$ cat config.mk
export PLATFORM = sky130hd
export DESIGN_NAME = regfile_mp
export DESIGN_NICKNAME = d
export VERILOG_FILES = /design/src/rtl/rv_pkg.sv /design/src/rtl/regfile_fwd_mux.sv /design/src/rtl/regfile_mp.sv
export SDC_FILE = /design/constraint.sdc
export NUM_CORES = 1
export LEC_CHECK = 0
export CAP_MARGIN = 5
export CORE_MARGIN = 4
export CORE_UTILIZATION = 34
export CTS_BUF_LIST = sky130_fd_sc_hd__clkbuf_4 sky130_fd_sc_hd__clkbuf_8 sky130_fd_sc_hd__clkbuf_16
export CTS_CLUSTER_DIAMETER = 80
export CTS_CLUSTER_SIZE = 12
export DETAILED_ROUTE_END_ITERATION = 10
export SYNTH_ARGS = -nofsm -noshare
export SYNTH_HDL_FRONTEND = slang
export SYNTH_SLANG_ARGS = --single-unit
$ cat constraint.sdc
create_clock -name clk -period 6.7 [get_ports clk]
set_clock_uncertainty 0.15 [all_clocks]
set_input_delay 0.67 -clock clk [delete_from_list [all_inputs] [get_ports clk]]
set_output_delay 0.67 -clock clk [all_outputs]
set_load 0.02 [all_outputs]
$ cat src/rtl/rv_pkg.sv
// Shared RV32 core definitions: default widths and the register-file
// sequencer state encoding.
package rv_pkg;

  localparam int XLEN_DEF  = 32;
  localparam int NREGS_DEF = 32;

  typedef enum logic {
    CLEAR = 1'b0,
    READY = 1'b1
  } rf_state_e;

endpackage

$ cat src/rtl/regfile_fwd_mux.sv
// Read-port select for one port: clear blanking, hardwired zero, same-cycle
// write forwarding (highest write port wins) and pending-flag masking.
module regfile_fwd_mux #(
  parameter int XLEN     = 32,
  parameter int AW       = 5,
  parameter int NWR      = 1,
  parameter bit ZERO_REG = 1'b1,
  parameter bit FWD      = 1'b1
) (
  input  logic                ready,
  input  logic [AW-1:0]       addr,
  input  logic [XLEN-1:0]     mem_data,
  input  logic                pend_bit,
  input  logic [NWR-1:0]      wr_legal,
  input  logic [NWR*AW-1:0]   wr_addr,
  input  logic [NWR*XLEN-1:0] wr_data,
  output logic [XLEN-1:0]     rd_data,
  output logic                rd_pend
);

  logic            hit_s;
  logic [XLEN-1:0] fwd_data_s;

  // Forward-hit search; later ports overwrite earlier ones so the top port wins
  always_comb begin
    hit_s      = 1'b0;
    fwd_data_s = {XLEN{1'b0}};
    for (int w = 0; w < NWR; w++) begin
      if (wr_legal[w] && (wr_addr[w*AW +: AW] == addr)) begin
        hit_s      = 1'b1;
        fwd_data_s = wr_data[w*XLEN +: XLEN];
      end else begin
        hit_s      = hit_s;
        fwd_data_s = fwd_data_s;
      end
    end
  end

  // Final data/pending select
  always_comb begin
    rd_data = {XLEN{1'b0}};
    rd_pend = 1'b0;
    if (!ready) begin
      rd_data = {XLEN{1'b0}};
      rd_pend = 1'b0;
    end else if (ZERO_REG && (addr == {AW{1'b0}})) begin
      rd_data = {XLEN{1'b0}};
      rd_pend = 1'b0;
    end else if (FWD && hit_s) begin
      rd_data = fwd_data_s;
      rd_pend = 1'b0;
    end else begin
      rd_data = mem_data;
      rd_pend = pend_bit;
    end
  end

endmodule

$ cat src/rtl/regfile_mp.sv
// Parametrised multi-port integer register file with post-reset clear
// sequencer and per-register pending scoreboard.
module regfile_mp
  import rv_pkg::*;
#(
  parameter int XLEN     = XLEN_DEF,
  parameter int NREGS    = NREGS_DEF,
  parameter int NRD      = 2,
  parameter int NWR      = 1,
  parameter bit ZERO_REG = 1'b1,
  parameter bit FWD      = 1'b1,
  localparam int AW      = $clog2(NREGS)
) (
  input  logic                clk,
  input  logic                rst,
  output logic                rf_ready,
  input  logic [NRD*AW-1:0]   rd_addr,
  output logic [NRD*XLEN-1:0] rd_data,
  output logic [NRD-1:0]      rd_pend,
  input  logic [NWR-1:0]      wr_en,
  input  logic [NWR*AW-1:0]   wr_addr,
  input  logic [NWR*XLEN-1:0] wr_data,
  input  logic                rsv_en,
  input  logic [AW-1:0]       rsv_addr
);

  rf_state_e       state_r, state_nx_s;
  logic [AW-1:0]   cnt_r, cnt_nx_s;
  logic [XLEN-1:0] mem_r [NREGS];
  logic [NREGS-1:0] pend_r, pend_nx_s;
  logic            ready_s;
  logic            rsv_legal_s;
  logic [NWR-1:0]  wr_legal_s;
  logic [NWR-1:0]  we_s;
  logic [AW-1:0]   wa_s [NWR];
  logic [XLEN-1:0] wd_s [NWR];

  assign ready_s  = (state_r == READY);
  assign rf_ready = ready_s;

  // Clear sequencer next state
  always_comb begin
    state_nx_s = state_r;
    cnt_nx_s   = cnt_r;
    case (state_r)
      CLEAR: begin
        cnt_nx_s = cnt_r + AW'(1);
        if (cnt_r == AW'(NREGS - 1)) state_nx_s = READY;
        else                          state_nx_s = CLEAR;
      end
      READY:   state_nx_s = READY;
      default: state_nx_s = CLEAR;
    endcase
  end

  // Sequencer state register
  always_ff @(posedge clk) begin
    if (rst) begin
      state_r <= CLEAR;
      cnt_r   <= {AW{1'b0}};
    end else begin
      state_r <= state_nx_s;
      cnt_r   <= cnt_nx_s;
    end
  end

  // Qualify writes and reservations: only in READY and never to x0
  always_comb begin
    wr_legal_s = {NWR{1'b0}};
    for (int w = 0; w < NWR; w++) begin
      if (ready_s && wr_en[w] && (!ZERO_REG || (wr_addr[w*AW +: AW] != {AW{1'b0}})))
        wr_legal_s[w] = 1'b1;
      else
        wr_legal_s[w] = 1'b0;
    end
    if (ready_s && rsv_en && (!ZERO_REG || (rsv_addr != {AW{1'b0}}))) rsv_legal_s = 1'b1;
    else                                                             rsv_legal_s = 1'b0;
  end

  // The clear write shares port 0 so NWR=1 keeps a single write port (LUTRAM)
  always_comb begin
    for (int w = 0; w < NWR; w++) begin
      we_s[w] = wr_legal_s[w];
      wa_s[w] = wr_addr[w*AW +: AW];
      wd_s[w] = wr_data[w*XLEN +: XLEN];
    end
    if (!ready_s) begin
      we_s[0] = 1'b1;
      wa_s[0] = cnt_r;
      wd_s[0] = {XLEN{1'b0}};
    end else begin
      we_s[0] = we_s[0];
    end
  end

  // Register storage; later ports win on address collision
  always_ff @(posedge clk) begin
    for (int w = 0; w < NWR; w++) begin
      if (we_s[w]) mem_r[wa_s[w]] <= wd_s[w];
    end
  end

  // Scoreboard next state: writes clear, reservation set applied last so it wins
  always_comb begin
    pend_nx_s = pend_r;
    for (int w = 0; w < NWR; w++) begin
      if (wr_legal_s[w]) pend_nx_s[wr_addr[w*AW +: AW]] = 1'b0;
      else               pend_nx_s = pend_nx_s;
    end
    if (rsv_legal_s) pend_nx_s[rsv_addr] = 1'b1;
    else             pend_nx_s = pend_nx_s;
  end

  // Pending register
  always_ff @(posedge clk) begin
    if (rst) pend_r <= {NREGS{1'b0}};
    else     pend_r <= pend_nx_s;
  end

  for (genvar p = 0; p < NRD; p++) begin : g_rd
    regfile_fwd_mux #(
      .XLEN(XLEN), .AW(AW), .NWR(NWR), .ZERO_REG(ZERO_REG), .FWD(FWD)
    ) u_mux (
      .ready   (ready_s),
      .addr    (rd_addr[p*AW +: AW]),
      .mem_data(mem_r[rd_addr[p*AW +: AW]]),
      .pend_bit(pend_r[rd_addr[p*AW +: AW]]),
      .wr_legal(wr_legal_s),
      .wr_addr (wr_addr),
      .wr_data (wr_data),
      .rd_data (rd_data[p*XLEN +: XLEN]),
      .rd_pend (rd_pend[p])
    );
  end

endmodule

==> out/qor.txt <==
Final ANT Viol Nets - 0
Drt total wl - 155000 um
Fin worst setup slack - 1090 ps
Clock share of power - 0.384
Final Hold Fails - 0
Net Sw Frac - 0.226
Setup Viol. Count Final - 0
Overall die height - 392 um
Multi-input logic area - 17900 um2
Num ports - 123
CTS max path bufs - 3
Met3 wire length - 13500 um
Distinct cell type count after synthesis - 63
Top FF cell, synth - edfxtp_1
CP startpoint kind - input pin
Cell taking the most area after synthesis - edfxtp_1
Number of antenna repair diodes - 0
Unrepaired setup endpoints after global routing - false
Relative slew slack - 0.140
Placement Cell Area - 53700 um2
Post-synth EDFFs - 1024
Clock sink count - 1062
Row cnt - 140
Layout cells sized above 1 - 0.299
Initial antenna violation count - 8
Count of input and output buffers - 122
Tcrit/Tclk final - 0.837
Crit path time final - 5610 ps
Die area - 154000 um2
Starting DRT DRC Count - 3305
Share of the synthesized area in the top cell type - 0.612
CP Cell Sequence - buf_8 > buf_4 > o31a_1 > nand2b_2 > o31ai_1 > clkdlybuf4s50_1
Post-CTS sizing - 0
NetSw - 3.06 mW
Fillcell total - 13000
Pwr dens - 240 nW/um2
HPWL Detailed - 89400 um
Critical path's top delay family - buffers and inverters
Min-Delay Path Depth - 2
CTS tree - yes
Hold buffers post-CTS - 0
Run status - finished clean
Post-CTS setup buffers - 0
Synth-to-layout area growth - 12.4%
Worst R2R Path Depth - 5
Overall Power - 13.5 mW
Worst-skew pair later-pin latency - 700 ps
Largest net degree at the start of global routing - 112
Synth Instances - 2622
Int Pwr - 10.5 mW
Total negative slack - 0 ps
Cts bufs inserted - 100
Yosys reg bits - 1062
Mean Syn Cell Area - 19.2 um2
Post-synth top cells - edfxtp_1 (1024), mux4_2 (526), nand2_1 (102)
Post-Layout Inst Area - 56500 um2
Max Used Layer - met5
Logic pwr share - 0.078
Seq/Total Area, Yosys - 0.627
Storage element area - 31500 um2
Max-slew violation count - 0
Synth Warn # - 0
GR Util All Layers - 0.199
CP Data Arrival Time - 4790 ps
Register share of total power - 0.538
Most frequent cell after synthesis - edfxtp_1
First-pass GRT wire length - 219000 um
WL per Instance - 33.3 um
Vias post-DR - 28500
Number of max-cap violations - 0
Top post-synthesis cells by area - edfxtp_1 (61%), mux4_2 (24%), mux2i_1 (1.7%)
Cell area after synthesis - 50200 um2
M1 wire length - 63400 um
Worst setup path class - in -> out
Worst-path clk slew - 60 ps
Required time worst endpoint - 5880 ps
Asr flop ratio synth - 0
Place WS - 1100 ps
Crit-path max FO - 53
Crit. End Element - primary output
DR vias/cell - 6.13
Root Driver - clkbuf_16
Worst VDD drop - 207 uV
Vias in the first global route - 28900
Buf/Inv on CP - 3
Starting Density - 0.343
Die width - 392 um
Congestion Overflow GR - 0
Crit path depth - 6
Core area - 146000 um2
DRC - 0
Upper clock frequency limit - 0.178 GHz
Leak pwr - 17.0 nW
Nets - 2763
Wire length on met2 - 72400 um
GPL Wtd Cong - 0.804
Worst Tran Pin Value - 1290 ps
Path category of the worst min-delay check - reg -> reg
CP max-delay cell - o31ai_1
CP peak stage delay - 910 ps
H-tree depth - 3
Drt first pass iters - 7
Synth Net Count - 2680
## registers in the layout, indices dropped and copies added (netlist names)
name and flops:
pend_r 32, mem_r 1024, rf_ready 1, cnt_r 5
## cell type report
type	count	share of cell area
repair buffers	195	0.0334
well taps	1917	0.0425
inverters	9	0.000598
clock inverters	10	0.00261
multi-input cells	1337	0.316
clock buffers	115	0.0466
flip-flops and latches	1062	0.558
## tightest hold or removal path, delay by kind of cell (launching register included)
family,cells,cell delay (ps)
compound gates,2,130
flops,1,310
## power by group through the flow
stage / clock network [mW] / registers (mW) / logic [mW]
6_report: 5.21 / 7.28 / 1.05
2_1_floorplan: 0 / 7.41 / 0.716
5_1_grt: 5.56 / 7.29 / 1.11
4_1_cts: 5.30 / 7.28 / 1.06
3_3_place_gp: 0 / 7.42 / 1.06
3_5_place_dp: 0 / 7.43 / 1.05
## layout by cell type, fill, tap and decap left out, types with 31 or more instances in the layout
cell             count
edfxtp_1          1024
mux4_2             526
clkdlybuf4s50_1    115
nand2_1            102
clkbuf_16          101
mux2i_1             86
a21oi_1             66
buf_4               66
o22ai_1             61
nor2_1              49
o21ai_0             41
nor2b_1             40
dfxtp_1             37
and2_1              36
a211oi_1            36
mux2_2              35
nor2_4              33
a211o_1             31
## final timing paths
| path | start | end | slack, ps |
|---|---|---|---|
| max reg2reg | rf_ready | mem_r[15][14] | 3040 |
| min reg2reg | pend_r[14] | pend_r[14] | 340 |
| max | rd_addr[5] | rd_data[60] | 1090 |
| min | pend_r[14] | pend_r[14] | 340 |
## cell families after synthesis
group           after synthesis  share of synthesized area
flops                      1062                      0.627
buf+inv                     223                     0.0224
simple gates                311                     0.0298
compound gates              340                     0.0439
mux                         672                      0.274
xor+xnor                     12                    0.00209
fa+ha+maj                     2                   0.000498
## layer usage
| metal | up-vias | track usage |
|---|---|---|
| met4 | 2 | 0.0662 |
| met3 | 233 | 0.0379 |
| met2 | 1476 | 0.315 |
| li1 | 11400 | - |
| met1 | 15400 | 0.278 |
| met5 | - | 0 |
## per-stage QoR
step / hold slack, ps / std cells / utilization
3_3_place_gp: 326 / 4520 / 0.367
2_1_floorplan: 301 / 2622 / -
5_1_grt: 365 / 4645 / 0.386
6_report: 337 / 4645 / 0.386
4_1_cts: 340 / 4645 / 0.386
3_5_place_dp: 327 / 4520 / 0.367
Power figures use the tool's default switching activity.
